File: src/rtl/boot_pkg.sv
// Shared state encodings, counter widths and default timing constants for the boot sequencer.
package boot_pkg;

  localparam int unsigned STATE_W           = 3;
  localparam int unsigned CNT_W             = 8;
  localparam int unsigned DEF_STABLE_CYCLES = 8;
  localparam int unsigned DEF_LOAD_TIMEOUT  = 200;

  typedef enum logic [STATE_W-1:0] {
    ST_OFF     = 3'd0,
    ST_QUALIFY = 3'd1,
    ST_LOAD    = 3'd2,
    ST_RUN     = 3'd3,
    ST_STOP    = 3'd4,
    ST_FAULT   = 3'd5
  } boot_state_e;

  // Registered control outputs driven towards memory/CPU.
  typedef struct packed {
    logic mem_rst_n;
    logic cpu_rst_n;
    logic load_start;
    logic boot_done;
  } boot_out_t;

  // Saturating increment: counters hold at all-ones instead of wrapping.
  function automatic logic [CNT_W-1:0] sat_inc(input logic [CNT_W-1:0] v);
    return (v == {CNT_W{1'b1}}) ? v : v + CNT_W'(1);
  endfunction

endpackage

File: src/rtl/sync_2ff.sv
// Generic 1-bit two-flop synchronizer with asynchronous active-low reset to 0.
module sync_2ff (
  input  logic clk,
  input  logic rst_n,
  input  logic i_d,
  output logic o_q
);

  logic r_meta;
  logic r_sync;

  always_ff @(posedge clk or negedge rst_n) begin
    if (!rst_n) begin
      r_meta <= 1'b0;
      r_sync <= 1'b0;
    end else begin
      r_meta <= i_d;
      r_sync <= r_meta;
    end
  end

  assign o_q = r_sync;

endmodule

File: src/rtl/boot_sequencer.sv
// Power-on boot sequencer: qualifies power-good, runs the ROM load, releases the CPU.
// Optional LOAD timeout into FAULT is compiled in with `define BOOT_SEQUENCER_TIMEOUT_EN.
module boot_sequencer
  import boot_pkg::*;
#(
  parameter int unsigned STABLE_CYCLES = DEF_STABLE_CYCLES,
  parameter int unsigned LOAD_TIMEOUT  = DEF_LOAD_TIMEOUT
) (
  input  logic       clk,
  input  logic       reset_n,
  input  logic       is_powered_on,
  input  logic       rom_load_done,
  output logic       mem_reset_n,
  output logic       cpu_reset_n,
  output logic       rom_load_start,
  output logic       boot_done,
  output logic       boot_fault,
  output logic [2:0] state
);

  localparam logic [CNT_W-1:0] QUAL_LAST = CNT_W'(STABLE_CYCLES - 1);
  localparam logic [CNT_W-1:0] LOAD_LAST = CNT_W'(LOAD_TIMEOUT);

  if (STABLE_CYCLES < 2 || STABLE_CYCLES > 255 || LOAD_TIMEOUT < 1 || LOAD_TIMEOUT > 255)
  begin : g_bad_param
    $error("boot_sequencer: STABLE_CYCLES or LOAD_TIMEOUT out of range");
  end

  logic             w_pwr_sync;
  boot_state_e      r_state;
  boot_state_e      w_state_nxt;
  logic [CNT_W-1:0] r_qual_cnt;
  logic [CNT_W-1:0] w_qual_cnt_nxt;
  logic [CNT_W-1:0] w_qual_inc;
  boot_out_t        r_out;
  boot_out_t        w_out_nxt;

  sync_2ff u_pwr_sync (
    .clk   (clk),
    .rst_n (reset_n),
    .i_d   (is_powered_on),
    .o_q   (w_pwr_sync)
  );

  assign w_qual_inc = sat_inc(r_qual_cnt);

`ifdef BOOT_SEQUENCER_TIMEOUT_EN
  logic [CNT_W-1:0] r_load_cnt;
  logic [CNT_W-1:0] w_load_cnt_nxt;
  logic [CNT_W-1:0] w_load_inc;
  logic             r_fault;

  assign w_load_inc = sat_inc(r_load_cnt);
`endif

  always_ff @(posedge clk or negedge reset_n) begin
    if (!reset_n) begin
      r_state    <= ST_OFF;
      r_qual_cnt <= '0;
      r_out      <= '0;
    end else begin
      r_state    <= w_state_nxt;
      r_qual_cnt <= w_qual_cnt_nxt;
      r_out      <= w_out_nxt;
    end
  end

  // Next state; power loss always outranks load completion and timeout.
  always_comb begin
    w_state_nxt    = r_state;
    w_qual_cnt_nxt = '0;
    case (r_state)
      ST_OFF: begin
        if (w_pwr_sync) w_state_nxt = ST_QUALIFY;
      end
      ST_QUALIFY: begin
        if (!w_pwr_sync)               w_state_nxt = ST_OFF;
        else if (w_qual_inc == QUAL_LAST) w_state_nxt = ST_LOAD;
        else                           w_qual_cnt_nxt = w_qual_inc;
      end
      ST_LOAD: begin
        if (!w_pwr_sync)        w_state_nxt = ST_OFF;
        else if (rom_load_done) w_state_nxt = ST_RUN;
`ifdef BOOT_SEQUENCER_TIMEOUT_EN
        else if (w_load_inc == LOAD_LAST) w_state_nxt = ST_FAULT;
`endif
      end
      ST_RUN: begin
        if (!w_pwr_sync) w_state_nxt = ST_STOP;
      end
      ST_STOP:  w_state_nxt = ST_OFF;
      ST_FAULT: begin
        if (!w_pwr_sync) w_state_nxt = ST_OFF;
      end
      default:  w_state_nxt = ST_OFF;
    endcase
  end

  // Outputs decoded from the next state so they change together with the state register.
  always_comb begin
    w_out_nxt            = '0;
    w_out_nxt.load_start = (r_state == ST_QUALIFY) && (w_state_nxt == ST_LOAD);
    case (w_state_nxt)
      ST_LOAD, ST_STOP: w_out_nxt.mem_rst_n = 1'b1;
      ST_RUN: begin
        w_out_nxt.mem_rst_n = 1'b1;
        w_out_nxt.cpu_rst_n = 1'b1;
        w_out_nxt.boot_done = 1'b1;
      end
      default: ;
    endcase
  end

`ifdef BOOT_SEQUENCER_TIMEOUT_EN
  always_comb begin
    w_load_cnt_nxt = '0;
    if (r_state == ST_LOAD && w_state_nxt == ST_LOAD) w_load_cnt_nxt = w_load_inc;
  end

  always_ff @(posedge clk or negedge reset_n) begin
    if (!reset_n) begin
      r_load_cnt <= '0;
      r_fault    <= 1'b0;
    end else begin
      r_load_cnt <= w_load_cnt_nxt;
      r_fault    <= (w_state_nxt == ST_FAULT);
    end
  end

  assign boot_fault = r_fault;
`else
  assign boot_fault = 1'b0;
`endif

  assign mem_reset_n    = r_out.mem_rst_n;
  assign cpu_reset_n    = r_out.cpu_rst_n;
  assign rom_load_start = r_out.load_start;
  assign boot_done      = r_out.boot_done;
  assign state          = 3'(r_state);

endmodule

File: config.mk
export PLATFORM = sky130hd
export DESIGN_NAME = boot_sequencer
export DESIGN_NICKNAME = d
export VERILOG_FILES = /design/src/rtl/boot_pkg.sv /design/src/rtl/sync_2ff.sv /design/src/rtl/boot_sequencer.sv
export SDC_FILE = /design/constraint.sdc
export NUM_CORES = 1
export LEC_CHECK = 0
export CORE_AREA = 5 5 48 50
export CTS_BUF_LIST = sky130_fd_sc_hd__clkbuf_16
export CTS_CLUSTER_SIZE = 20
export DETAILED_ROUTE_END_ITERATION = 6
export DIE_AREA = 0 0 53 55
export GPL_ROUTABILITY_DRIVEN = 0
export GPL_TIMING_DRIVEN = 0
export PLACE_DENSITY = 0.72
export SLEW_MARGIN = 20
export SYNTH_ARGS = -nofsm -noshare
export SYNTH_HDL_FRONTEND = slang
export SYNTH_SLANG_ARGS = --single-unit
File: constraint.sdc
create_clock -name clk -period 1.7 [get_ports clk]
set_clock_uncertainty 0.15 [all_clocks]
set_input_delay 0.255 -clock clk [delete_from_list [all_inputs] [get_ports clk]]
set_output_delay 0.255 -clock clk [all_outputs]
set_load 0.005 [all_outputs]
==> impl_summary.md, run 1 <==
Run status
The run finished, with violations left. The final reports fail on setup timing.

Logic synthesis
Of the post-synthesis cell area, the dominant cell type holds 0.502. By instance count, the leading cell after synthesis is dfrtp_1. Yosys attributes the largest share of cell area to dfrtp_1, nor2_1, nand3_1. The biggest area consumer among synthesized cells is dfrtp_1. The most common flop cell mapped by yosys is dfrtp_1. The mean instance size in the synthesized netlist is between 9 and 10 sq um. The count of different cell masters after synthesis is 31. Ranked by instance count, the synthesized netlist is headed by dfrtp_1, nor2_1, nand2_1, nand3_1, nor3_1. The cell count after synthesis is 80. The proportion of synthesized flip-flops having asynchronous set or reset is 1.00. The flop and latch count out of synthesis is 16. The number of nets in the synthesized netlist is between 80 and 90. During synthesis, Yosys emitted a total of 0 warnings. The cell area that synthesis handed to floorplanning was roughly 800 sq um. For this run, the register share of the synthesized area comes to 0.502.

Counting flops with a built-in enable in the synthesized netlist gives 0.

Clock network
The clock passes through at most 2 buffers. In this run, post-CTS hold repair placed 0 buffers. The tree built by TritonCTS fans out to 16 sinks.

The tree is rooted in a clkbuf_16. The number of H-tree levels is 1. TritonCTS built the clock tree.

Clock-pin slew was measured on the worst setup and hold paths at 0.05 ns. The insertion delay to the later sink of the worst-skew pair is ~0.25 ns. Counting the buffers created by CTS gives 3.

Run
The max-cap check violation count is 0.

Setup path
The critical path is of the flip-flop to flip-flop type. At the worst endpoint, the arrival time is roughly 1.9 ns. STA classifies the critical path startpoint as a flip-flop. Of all nets on the critical path, the largest fanout is 4. For the worst setup path, the data required time is 1.73 ns. The source of the critical timing path is r_qual_cnt[4]$_DFF_PN0_.

The worst setup path is captured at a flip-flop. In this run the critical register-to-register path is launched from r_qual_cnt[4]$_DFF_PN0_.

Layout
Relative to the synthesized area, the layout overhead comes to 41.2%. The net count of the finished layout is about 110. Of the cells placed in the final design, the portion with a size suffix greater than 1 is 0.272. 0 antenna diodes ended up in the layout. Measured on the finished design, the core utilization comes to 0.606.

The filler cells instantiated in the layout total 157.

Die
The floorplan step set the die width to between 50 and 60 microns. The die footprint is roughly 0.0029 sq mm. The floorplan step set the die height to 55 microns. The count of boundary I/O pins is 12. The standard cell core area is between 0.0015 and 0.002 sq mm.

The initial core utilization is 0.429. The site row count is 16.

Route
After detailed routing, the number of remaining DRC violations is 0. The first detailed-routing pass took 5 iterations. The antenna violation net count after detailed routing is 0.

After detailed routing, the number of vias per cell comes to roughly 5.2. Across all layers, the routed design uses 678 vias. After detailed routing, the average wire length per cell comes to between 10 and 15 microns. The detailed router finished its first iteration with 8 violations. The aggregate routed wire length is 1730 microns.

Global routing
The largest net degree at the start of global routing is 17. The number of antenna violations at the first check in global routing is 0. Across every metal layer, demand over resource in global routing totals 0.146. The total overflow left after global routing is 0. The wire length of the first global-routing pass is 3020 microns.

The number of global-route vias before repair is roughly 680.

Power
In this run the static leakage power is between 0.0004 and 0.0005 uW. The maximum ir drop on the vdd rail is around 0.00063 V. The total power density per cell area is about 800 mW/mm^2. The power after layout is around 900 uW.

Place
The number of port buffers is 10. After legalization and detailed placement, the total HPWL measured 1110 microns. Before CTS, the worst setup slack after placement is -0.228 ns.

STA
The upper clock frequency limit is approximately 550 MHz. The number of endpoints with negative hold slack in the final report is 0. Setup repair after global routing could not meet its margin everywhere. The number of pins exceeding their max-slew limit in the final report is 0. Once routing completed, OpenROAD measured the worst setup slack at -0.123 ns. The headroom to the max-slew limit is 0.530. The smallest clock period supported by the final layout is computed as roughly 1.8 ns. The final-report setup violation count is 5. At the pin with the least slew margin, the transition time is around 0.70 ns. Of the available clock period, the critical path in the final layout requires 1.07.

Worst hold path
The startpoint of the worst hold path is u_pwr_sync.r_meta$_DFF_PN0_. The worst min-delay path class is flip-flop to flip-flop.
## final cells by class
| class | instances | area, sq um | area share |
|---|---|---|---|
| well taps | 27 | 33.8 | 0.0300 |
| multi-input cells | 58 | 408 | 0.362 |
| clock buffers | 3 | 75.1 | 0.0666 |
| inverters | 3 | 11.3 | 0.00999 |
| flip-flops and latches | 16 | 405 | 0.360 |
| clock inverters | 1 | 3.75 | 0.00333 |
| plain buffers | 3 | 22.5 | 0.0200 |
| repair buffers | 19 | 168 | 0.149 |
## power breakdown
part / switching (uW) / internal, uW
logic: 23.9 / 23.2
clock network: 147 / 312
registers: 7.12 / 388
total: 178 / 723
## cells in the final DEF (no fill, tap or decap), drive strengths merged
master          n
o22ai           1
nor4            2
o211ai          1
conb            1
mux2i           2
a211oi          2
inv             3
xnor2           1
nor3            4
clkdlybuf4s50  10
or4             1
a21oi           2
a21bo           1
xor2            1
nand2           7
o21ai           2
clkinv          1
and3            3
nor2           10
a41o            1
nand4           1
a31oi           3
or3             1
nand3b          2
buf            12
ha              1
a21boi          2
clkbuf          3
nand3           6
dfrtp          16
## timing repair
item / 4_1_cts / 5_1_grt
setup endpoints to repair: 7 / 8
resized for setup: 3 / 5
pin swaps: 3 / 1
buffers inserted: 7 / 3
## sequential cells by signal, indices dropped and copies added (netlist names)
name               cells
r_qual_cnt             8
u_pwr_sync.o_q         1
state                  3
u_pwr_sync.r_meta      1
rom_load_start         1
boot_done              1
mem_reset_n            1
## logic make-up after synthesis
| logic type | share of synthesized area |
|---|---|
| simple gates | 0.251 |
| flops | 0.502 |
| compound gates | 0.138 |
| buf+inv | 0.0423 |
| xor+xnor | 0.0219 |
| mux | 0.0251 |
| fa+ha+maj | 0.0157 |
| other cells | 0.00470 |
## worst max-delay path, cell delays in order, from the launching register on
cell	delay (ns)
dfrtp_1	0.37
or4_4	0.55
nor4_4	0.19
a21boi_4	0.29
a41o_1	0.21
## through the flow
stage                     cell area, sq um  hold slack, ns  setup TNS [ns]  cells
final                                 1130           0.201          -0.317    130
after global routing                  1130           0.214          -0.553    130
after CTS                             1090           0.204          -0.306    128
after detailed placement               946           0.193          -0.945    117
after global placement                 946           0.184          -0.772    117
after floorplan                        812          -0.191         -0.0404     80
## routing by layer
metal / up-vias / part of all wire / wire length (microns) / global-route usage
met1: 324 / 0.42 / 727 / 0.170
met4: 0 / 0.024 / 42 / 0.0894
met2: 19 / 0.51 / 880 / 0.252
li1: 330 / - / - / -
met3: 5 / 0.047 / 81 / 0.0241
met5: - / 0 / 0 / 0
## final timing paths
path	endpoint	slack (ns)	cells past startpoint
worst max-delay path	mem_reset_n$_DFF_PN0_	-0.12	4
worst min-delay path	u_pwr_sync.o_q$_DFF_PN0_	0.20	0
worst max register to register	mem_reset_n$_DFF_PN0_	-0.12	4
worst min register to register	u_pwr_sync.o_q$_DFF_PN0_	0.20	0
max in group asynchronous	r_qual_cnt[6]$_DFF_PN0_	0.62	1
min in group asynchronous	state[2]$_DFF_PN0_	0.28	1
Note: power is estimated with default switching activity, not from simulation.
==> run 2, diff against run 1 <==
PLACE_DENSITY = 0.71   (was 0.72)
SYNTH_HIERARCHICAL = 1   (was not set)
==> run 2 against run 1 <==
The run still ends with setup timing left. Final area decreased by 3.7%. Combinational power grew 3%. Wire length is 4.8% lower. Power is 0.78% lower. Utilization decreased by 2.2 points. Register-to-register slack about the same. Largest cell class unchanged.
==> impl_summary.md, run 2 <==
Layout
The fill cell instance count of the final layout is 153 (was 157). The final net count came to 107 (was 109). The number of flip-flops in the largest register is 8 (unchanged). Leaving out fill and tap cells, the most frequent cell in the layout is dfrtp_1.

The largest register by flop count is r_qual_cnt (unchanged). Commonest non-fill, non-tap cells in the layout: dfrtp_1, nor2_1, clkdlybuf4s50_1, nand2_1, buf_4 (was buf_4, dfrtp_1, nor2_1, clkdlybuf4s50_1, nand2_1). The diode insertion count for antenna repair is 0 (unchanged). The share of layout cells above drive strength 1 is 0.218 (was 0.272). The synthesis-to-layout area growth is 39.8% (was 41.2%).

Setup path
The kind of critical path is flip-flop to flip-flop (unchanged). The element type at the critical path end is a flip-flop (unchanged). The origin of the critical flop-to-flop path is r_qual_cnt[4]$_DFF_PN0_ (unchanged). CP Cell Sequence: or4_4 > nor4_4 > a21boi_4 > nor2b_4 (was or4_4 > nor4_4 > a21boi_4 > a41o_1). The number of cells on the worst reg-to-reg path is 4 (unchanged). The worst reg-to-reg setup slack is -0.13 ns (was -0.12 ns). The maximum cell stage delay along the critical path is 0.55 ns (about the same). The reg-to-reg endpoint is rom_load_start$_DFF_PN0_ (was mem_reset_n$_DFF_PN0_). The master of the slowest instance on the critical path was or4_4 (unchanged).

The worst endpoint required time was 1.73 ns (about the same). The nature of the critical path startpoint was a flip-flop (unchanged). The worst path arrival time is 1.86 ns (was 1.85 ns). The largest fanout of any net on the critical path is 6 (was 4). The source of the critical timing path is r_qual_cnt[4]$_DFF_PN0_ (unchanged).

Route
The routed wirelength normalized by instance count is 12.9 microns (was 13.3 microns). The antenna violation net count after detailed routing is 0 (unchanged). The aggregate routed wire length is 1650 microns (was 1730 microns). The initial DRC count was 16 (was 8).

The number of vias after detailed routing is 664 (was 678). The detailed-routing iteration count for the pre-antenna-repair pass came to 4 (was 5). The DRC violation count after routing is 0 (unchanged). The via count normalized by instance count was 5.19 (was 5.22).

Worst hold path
The worst min-delay path class is flip-flop to flip-flop (unchanged). The worst-case hold path end point is u_pwr_sync/o_q$_DFF_PN0_ (was u_pwr_sync.o_q$_DFF_PN0_). The startpoint of the worst hold path is u_pwr_sync/r_meta$_DFF_PN0_ (was u_pwr_sync.r_meta$_DFF_PN0_). The depth of the worst hold-timing path is 0 (unchanged).

STA
The actual transition at the worst max-transition pin was 0.706 ns (was 0.703 ns). The final setup slack of the worst path is -0.128 ns (was -0.123 ns). The upper clock frequency limit came to 547 MHz (was 549 MHz). The number of pins exceeding their max-slew limit in the final report is 0 (unchanged).

The worst-case hold slack is 0.205 ns (was 0.201 ns). The headroom to the max-slew limit came to 0.528 (was 0.530). The final-report setup violation count is 6 (was 5). The portion of the clock cycle consumed by the worst path in the final layout is 1.08 (was 1.07). The post-route setup TNS is -0.688 ns (was -0.317 ns). The number of endpoints with negative hold slack in the final report came to 0 (unchanged).

Setup repair after global routing missed its margin: yes (unchanged). The final critical delay including setup and external delays is 1.83 ns (was 1.82 ns).

Logic synthesis
Cell types with the highest counts after synthesis: dfrtp_1, nor2_1, nand2_1, nand3_1, o21ai_0 (was dfrtp_1, nor2_1, nand2_1, nand3_1, nor3_1). The mean instance size in the synthesized netlist is 9.48 sq um (was 9.98 sq um). Biggest area contributors in the synthesized netlist: dfrtp_1, nor2_1, nand2_1 (was dfrtp_1, nor2_1, nand3_1). The biggest area consumer among synthesized cells is dfrtp_1 (unchanged). The most instantiated library cell after synthesis is dfrtp_1 (unchanged). The flop and latch count out of synthesis is 16 (unchanged). The most common flop cell mapped by yosys is dfrtp_1 (unchanged). The fraction of post-synthesis cell area in the top cell type by area is 0.515 (was 0.502). The number of nets in the synthesized netlist is 87 (was 85). The number of synthesized flops with an enable pin is 0 (unchanged). The count of different cell masters after synthesis is 31 (unchanged). The sequential-to-total area share from yosys stat is 0.515 (was 0.502). The proportion of synthesized flip-flops having asynchronous set or reset is 1.00 (unchanged). The post-synthesis instance area came to 777 sq um (was 798 sq um). The count of warnings emitted by yosys was 6 (was 0). The cell count after synthesis is 82 (was 80).

Power
The sequential share of power was 0.440 (was 0.438). The switching part of the total power is 0.193 (was 0.197). The net switching power of the design is 173 uW (was 178 uW). The maximum ir drop on the vdd rail was 0.000548 V (was 0.000633 V). The cell-internal power is 721 uW (was 723 uW). The clock group share of total power is 0.506 (was 0.509). The leakage power is 0.000454 uW (was 0.000472 uW).

The total power density per cell area is 823 mW/mm^2 (was 799 mW/mm^2). The portion of total power attributed to combinational logic is 0.054 (was 0.052). The power after layout is 894 uW (was 901 uW).

Die
The initial core utilization is 0.417 (was 0.429). The horizontal extent of the die is 53 microns (unchanged). The site row count is 16 (unchanged). The die footprint is 0.00292 sq mm (unchanged). The die height is 55 microns (unchanged). The standard cell core area is 0.00186 sq mm (unchanged). The count of boundary I/O pins came to 12 (unchanged).

Clock network
The clock edge transition at the registers on the reported setup and hold paths is 0.05 ns (about the same). The CTS sink count is 16 (unchanged). The number of H-tree levels is 1 (unchanged). The insertion delay to the later sink of the worst-skew pair is 0.24 ns (was 0.25 ns). The maximum root-to-sink buffer count is 2 (unchanged). The hold-fix buffer count after cts is 0 (unchanged). The TritonCTS clock tree is done (unchanged). The number of buffers added by the clock tree synthesis step was 3 (unchanged). The clock root buffer master is clkbuf_16 (unchanged).

Global routing
The overflow left after global routing came to 0 (unchanged). The global-route usage over all layers is 0.128 (was 0.146). The number of global-route vias before repair is 633 (was 684). The wire length of the first global-routing pass is 2620 microns (was 3020 microns).

The number of antenna violations at the first check in global routing is 0 (unchanged). The largest net degree at the start of global routing is 17 (unchanged).

Run status
Outcome: finished with violations (unchanged). Violated checks: setup timing (unchanged).

Run
The max-cap check violation count is 0 (unchanged).

Place
The detailed placer's ending HPWL is 1090 microns (was 1110 microns). The number of port buffers was 10 (unchanged). The worst slack at placement came to -0.228 ns (about the same).
[run 2: cell type report]
type / instances / area (sq um) / share of cell area
multi-input cells: 61 / 407 / 0.374
flip-flops and latches: 16 / 403 / 0.371
repair buffers: 15 / 138 / 0.127
clock buffers: 3 / 75.1 / 0.0691
well taps: 27 / 33.8 / 0.0311
plain buffers: 4 / 22.5 / 0.0207
clock inverters: 1 / 3.75 / 0.00346
inverters: 1 / 3.75 / 0.00346
[run 2: worst max-delay path: cells and delay by family, from the launching register on]
kind	cells	cell delay, ns
and+or+nand+nor	3	0.91
DFF	1	0.39
AOI/OAI and AO/OA	1	0.32
[run 2: how the worst max path moves through the flow]
stage | cells past startpoint | to | slack, ns
2_1_floorplan | 4 | state[1]$_DFF_PN0_ | -0.02
3_3_place_gp | 4 | state[0]$_DFF_PN0_ | -0.22
3_5_place_dp | 5 | state[1]$_DFF_PN0_ | -0.23
4_1_cts | 4 | state[1]$_DFF_PN0_ | -0.09
5_1_grt | 4 | rom_load_start$_DFF_PN0_ | -0.19
6_report | 4 | rom_load_start$_DFF_PN0_ | -0.13
[run 2: metal layers]
layer / part of all wire / vias up / GRT usage
li1: - / 327 / -
met1: 0.43 / 317 / 0.137
met2: 0.52 / 20 / 0.233
met3: 0.058 / 0 / 0.0483
met4: 0 / 0 / 0.0426
met5: 0 / - / 0
[run 2: cell families (layout without fill, tap and decap cells)]
kind of cell	count (synthesis)	count (layout)	share of synthesized area
AOI/OAI and AO/OA	13	13	0.111
xor gates and xnor gates	2	2	0.0225
adders and majority gates	1	1	0.0161
buffers and inverters	5	24	0.0338
DFF	16	16	0.515
muxes	2	2	0.0258
other	1	1	0.00483
and+or+nand+nor	42	42	0.271
[run 2: repair_timing]
action | in CTS | in global routing
gates resized for setup | 11 | 2
pin swaps | 3 | 1
endpoints found under the setup margin | 7 | 7
buffers inserted | 5 | 0
[run 2: power by group through the flow]
| stage | Combinational (uW) | Sequential (uW) | Clock, uW |
|---|---|---|---|
| after floorplan | 18.4 | 398 | 0 |
| after global placement | 39.1 | 399 | 0 |
| after detailed placement | 39.6 | 399 | 0 |
| after CTS | 48.2 | 393 | 466 |
| after global routing | 54.2 | 393 | 480 |
| final | 48.2 | 393 | 452 |
[run 2: metrics by stage]
stage | area [sq um] | std cells | utilization
after CTS | 1080 | 128 | 0.579
final | 1090 | 128 | 0.583
after global routing | 1090 | 128 | 0.583
after global placement | 913 | 119 | 0.491
after detailed placement | 913 | 119 | 0.491
after floorplan | 779 | 82 | -
==> run 3, diff against run 2 <==
CTS_BUF_LIST = not set   (was sky130_fd_sc_hd__clkbuf_16)
==> run 3 against run 2 <==
The flow still finishes with violations (setup timing). Setup slack better by 0.014 ns. Clock power is 44% lower. Via count is 0.30% lower. Combinational power is 4% lower. First-iteration DRC count is 25% lower. Register-to-register slack hardly changed. Die area stayed put. Clock-buffer cell count is 1 higher. Sequential power hardly changed. Sequential share of layout area is 1.6 points higher. Critical path type unchanged. Critical endpoint is now state[1]$_DFF_PN0_. Largest cell class is now registers. Highest routed layer is now met4.
==> impl_summary.md, run 3 (same netlist as run 2, synthesis figures left out) <==
STA
The number of endpoints with negative hold slack in the final report is 0 (unchanged). The portion of the clock cycle consumed by the worst path in the final layout is 1.07 (was 1.08). Setup repair after global routing missed its margin: yes (unchanged). The upper clock frequency limit is 551 MHz (was 547 MHz). The final-report setup violation count is 6 (unchanged). The actual transition at the worst max-transition pin is 0.706 ns (about the same). The number of pins exceeding their max-slew limit in the final report is 0 (unchanged). The final setup slack of the worst path is -0.115 ns (was -0.128 ns). The headroom to the max-slew limit is 0.528 (about the same). The final critical delay including setup and external delays was 1.81 ns (was 1.83 ns).

Clock network
The number of H-tree levels is 1 (unchanged). The maximum root-to-sink buffer count is 2 (unchanged). The clock edge transition at the registers on the reported setup and hold paths is 0.09 ns (was 0.05 ns). The insertion delay to the later sink of the worst-skew pair is 0.29 ns (was 0.24 ns). The CTS sink count is 16 (unchanged).

The number of buffers added by the clock tree synthesis step is 3 (unchanged). The TritonCTS clock tree is done (unchanged). The clock root buffer master was clkbuf_4 (was clkbuf_16).

Layout
The fill cell instance count of the final layout is 167 (was 153). The diode insertion count for antenna repair is 0 (unchanged). The largest register by flop count is r_qual_cnt (unchanged). The multi-input logic area was 403 sq um (was 407 sq um). The number of flip-flops in the largest register is 8 (unchanged). The area of all sequential standard cells came to 403 sq um (unchanged). The synthesis-to-layout area growth is 34.1% (was 39.8%).

The post-route standard cell area excluding fillers is 0.00104 sq mm (was 0.00109 sq mm). The final net count is 107 (unchanged). Commonest non-fill, non-tap cells in the layout: dfrtp_1, nor2_1, clkdlybuf4s50_1, nand2_1, buf_4 (unchanged). The share of layout cells above drive strength 1 is 0.218 (unchanged). The leading cell type in the layout, fill and taps excluded is dfrtp_1 (unchanged).

Setup path
The kind of critical path is flip-flop to flip-flop (unchanged). The worst reg-to-reg setup slack is -0.11 ns (was -0.13 ns). The worst path arrival time is 1.90 ns (was 1.86 ns). The nature of the critical path startpoint is a flip-flop (unchanged). The largest fanout of any net on the critical path was 6 (unchanged). The element type at the critical path end is a flip-flop (unchanged). The worst endpoint required time is 1.78 ns (was 1.73 ns).

Global routing
The met3 usage came to 0.0563 (was 0.0483). The met1 global-route usage came to 0.132 (was 0.137). The global-route usage over all layers is 0.128 (about the same).

The largest net degree at the start of global routing is 17 (unchanged). The number of antenna violations at the first check in global routing was 0 (unchanged). The global-route layer with the greatest usage is met2 (unchanged).

The met2 demand-to-capacity share in global routing is 0.221 (was 0.233). The overflow left after global routing came to 0 (unchanged). The wire length of the first global-routing pass came to 2580 microns (was 2620 microns). The number of global-route vias before repair was 631 (was 633).

Die
The standard cell core area is 0.00186 sq mm (unchanged). The initial core utilization is 0.417 (unchanged). The die height is 55 microns (unchanged). The count of boundary I/O pins is 12 (unchanged). The horizontal extent of the die was 53 microns (unchanged). The die footprint is 0.00292 sq mm (unchanged). The site row count is 16 (unchanged).

Route
The initial DRC count is 12 (was 16). The aggregate routed wire length was 1610 microns (was 1650 microns). The detailed-routing iteration count for the pre-antenna-repair pass is 4 (unchanged). The DRC violation count after routing is 0 (unchanged). The routed wirelength normalized by instance count is 12.6 microns (was 12.9 microns). The antenna violation net count after detailed routing is 0 (unchanged). The number of vias after detailed routing is 662 (was 664).

The via count normalized by instance count is 5.17 (was 5.19).

Place
The detailed placer's ending HPWL was 1090 microns (unchanged). The worst slack at placement is -0.228 ns (unchanged). The number of port buffers is 10 (unchanged). The instance area after placement came to 913 sq um (unchanged).

Power
The power after layout is 691 uW (was 894 uW). The maximum ir drop on the vdd rail is 0.000427 V (was 0.000548 V). The leakage power is 0.000444 uW (was 0.000454 uW).

The total power density per cell area came to 663 mW/mm^2 (was 823 mW/mm^2).

Worst hold path
The worst min-delay path class is flip-flop to flip-flop (unchanged).

Run
The max-cap check violation count was 0 (unchanged).

Run status
Violated checks: setup timing (unchanged). Outcome: finished with violations (unchanged).
-- run 3: power breakdown --
| part | total (uW) | internal [uW] | leakage, uW | switching (uW) |
|---|---|---|---|---|
| logic | 46.4 | 20.1 | 0.000211 | 26.3 |
| clock network | 254 | 131 | 0.0000210 | 123 |
| registers | 391 | 386 | 0.000212 | 5.01 |
-- run 3: worst paths after layout --
kind	startpoint	endpoint	cells past startpoint
setup / recovery	r_qual_cnt[4]$_DFF_PN0_	state[1]$_DFF_PN0_	4
hold / removal	u_pwr_sync/r_meta$_DFF_PN0_	u_pwr_sync/o_q$_DFF_PN0_	0
setup reg to reg	r_qual_cnt[4]$_DFF_PN0_	state[1]$_DFF_PN0_	4
hold reg to reg	u_pwr_sync/r_meta$_DFF_PN0_	u_pwr_sync/o_q$_DFF_PN0_	0
max in group asynchronous	reset_n	state[1]$_DFF_PN0_	1
min in group asynchronous	reset_n	mem_reset_n$_DFF_PN0_	1
-- run 3: what timing repair did --
item                                    CTS  global route
gates resized for setup                   6             7
endpoints found under the setup margin    7            14
hold buffers                              0             0
pin swaps                                 2             0
buffers inserted                          5             0
-- run 3: per-stage QoR --
stage | TNS, ns | cells | hold WS [ns] | util
finish | -0.580 | 128 | 0.215 | 0.560
global route | -0.985 | 128 | 0.218 | 0.560
CTS | -0.584 | 128 | 0.217 | 0.544
detailed placement | -1.35 | 119 | 0.196 | 0.491
global placement | -1.26 | 119 | 0.192 | 0.491
floorplan | -0.0764 | 82 | -0.191 | -
-- run 3: layout make-up --
class,count,share of cell area
flip-flops and latches,16,0.387
plain buffers,4,0.0216
multi-input cells,61,0.387
well taps,27,0.0324
clock buffers,4,0.0348
repair buffers,15,0.134
inverters,1,0.00360
-- run 3: per-layer routing --
layer  wire, microns  vias to the layer above
met4              35                        0
met2             800                       17
met1             684                      314
li1                -                      327
met5               0                        -
met3              89                        4
-- run 3: critical path, cell delays in order (launching register included) --
cell      delay (ns)
dfrtp_1         0.40
or4_4           0.55
nor4_4          0.18
a21boi_4        0.30
a31o_1          0.17
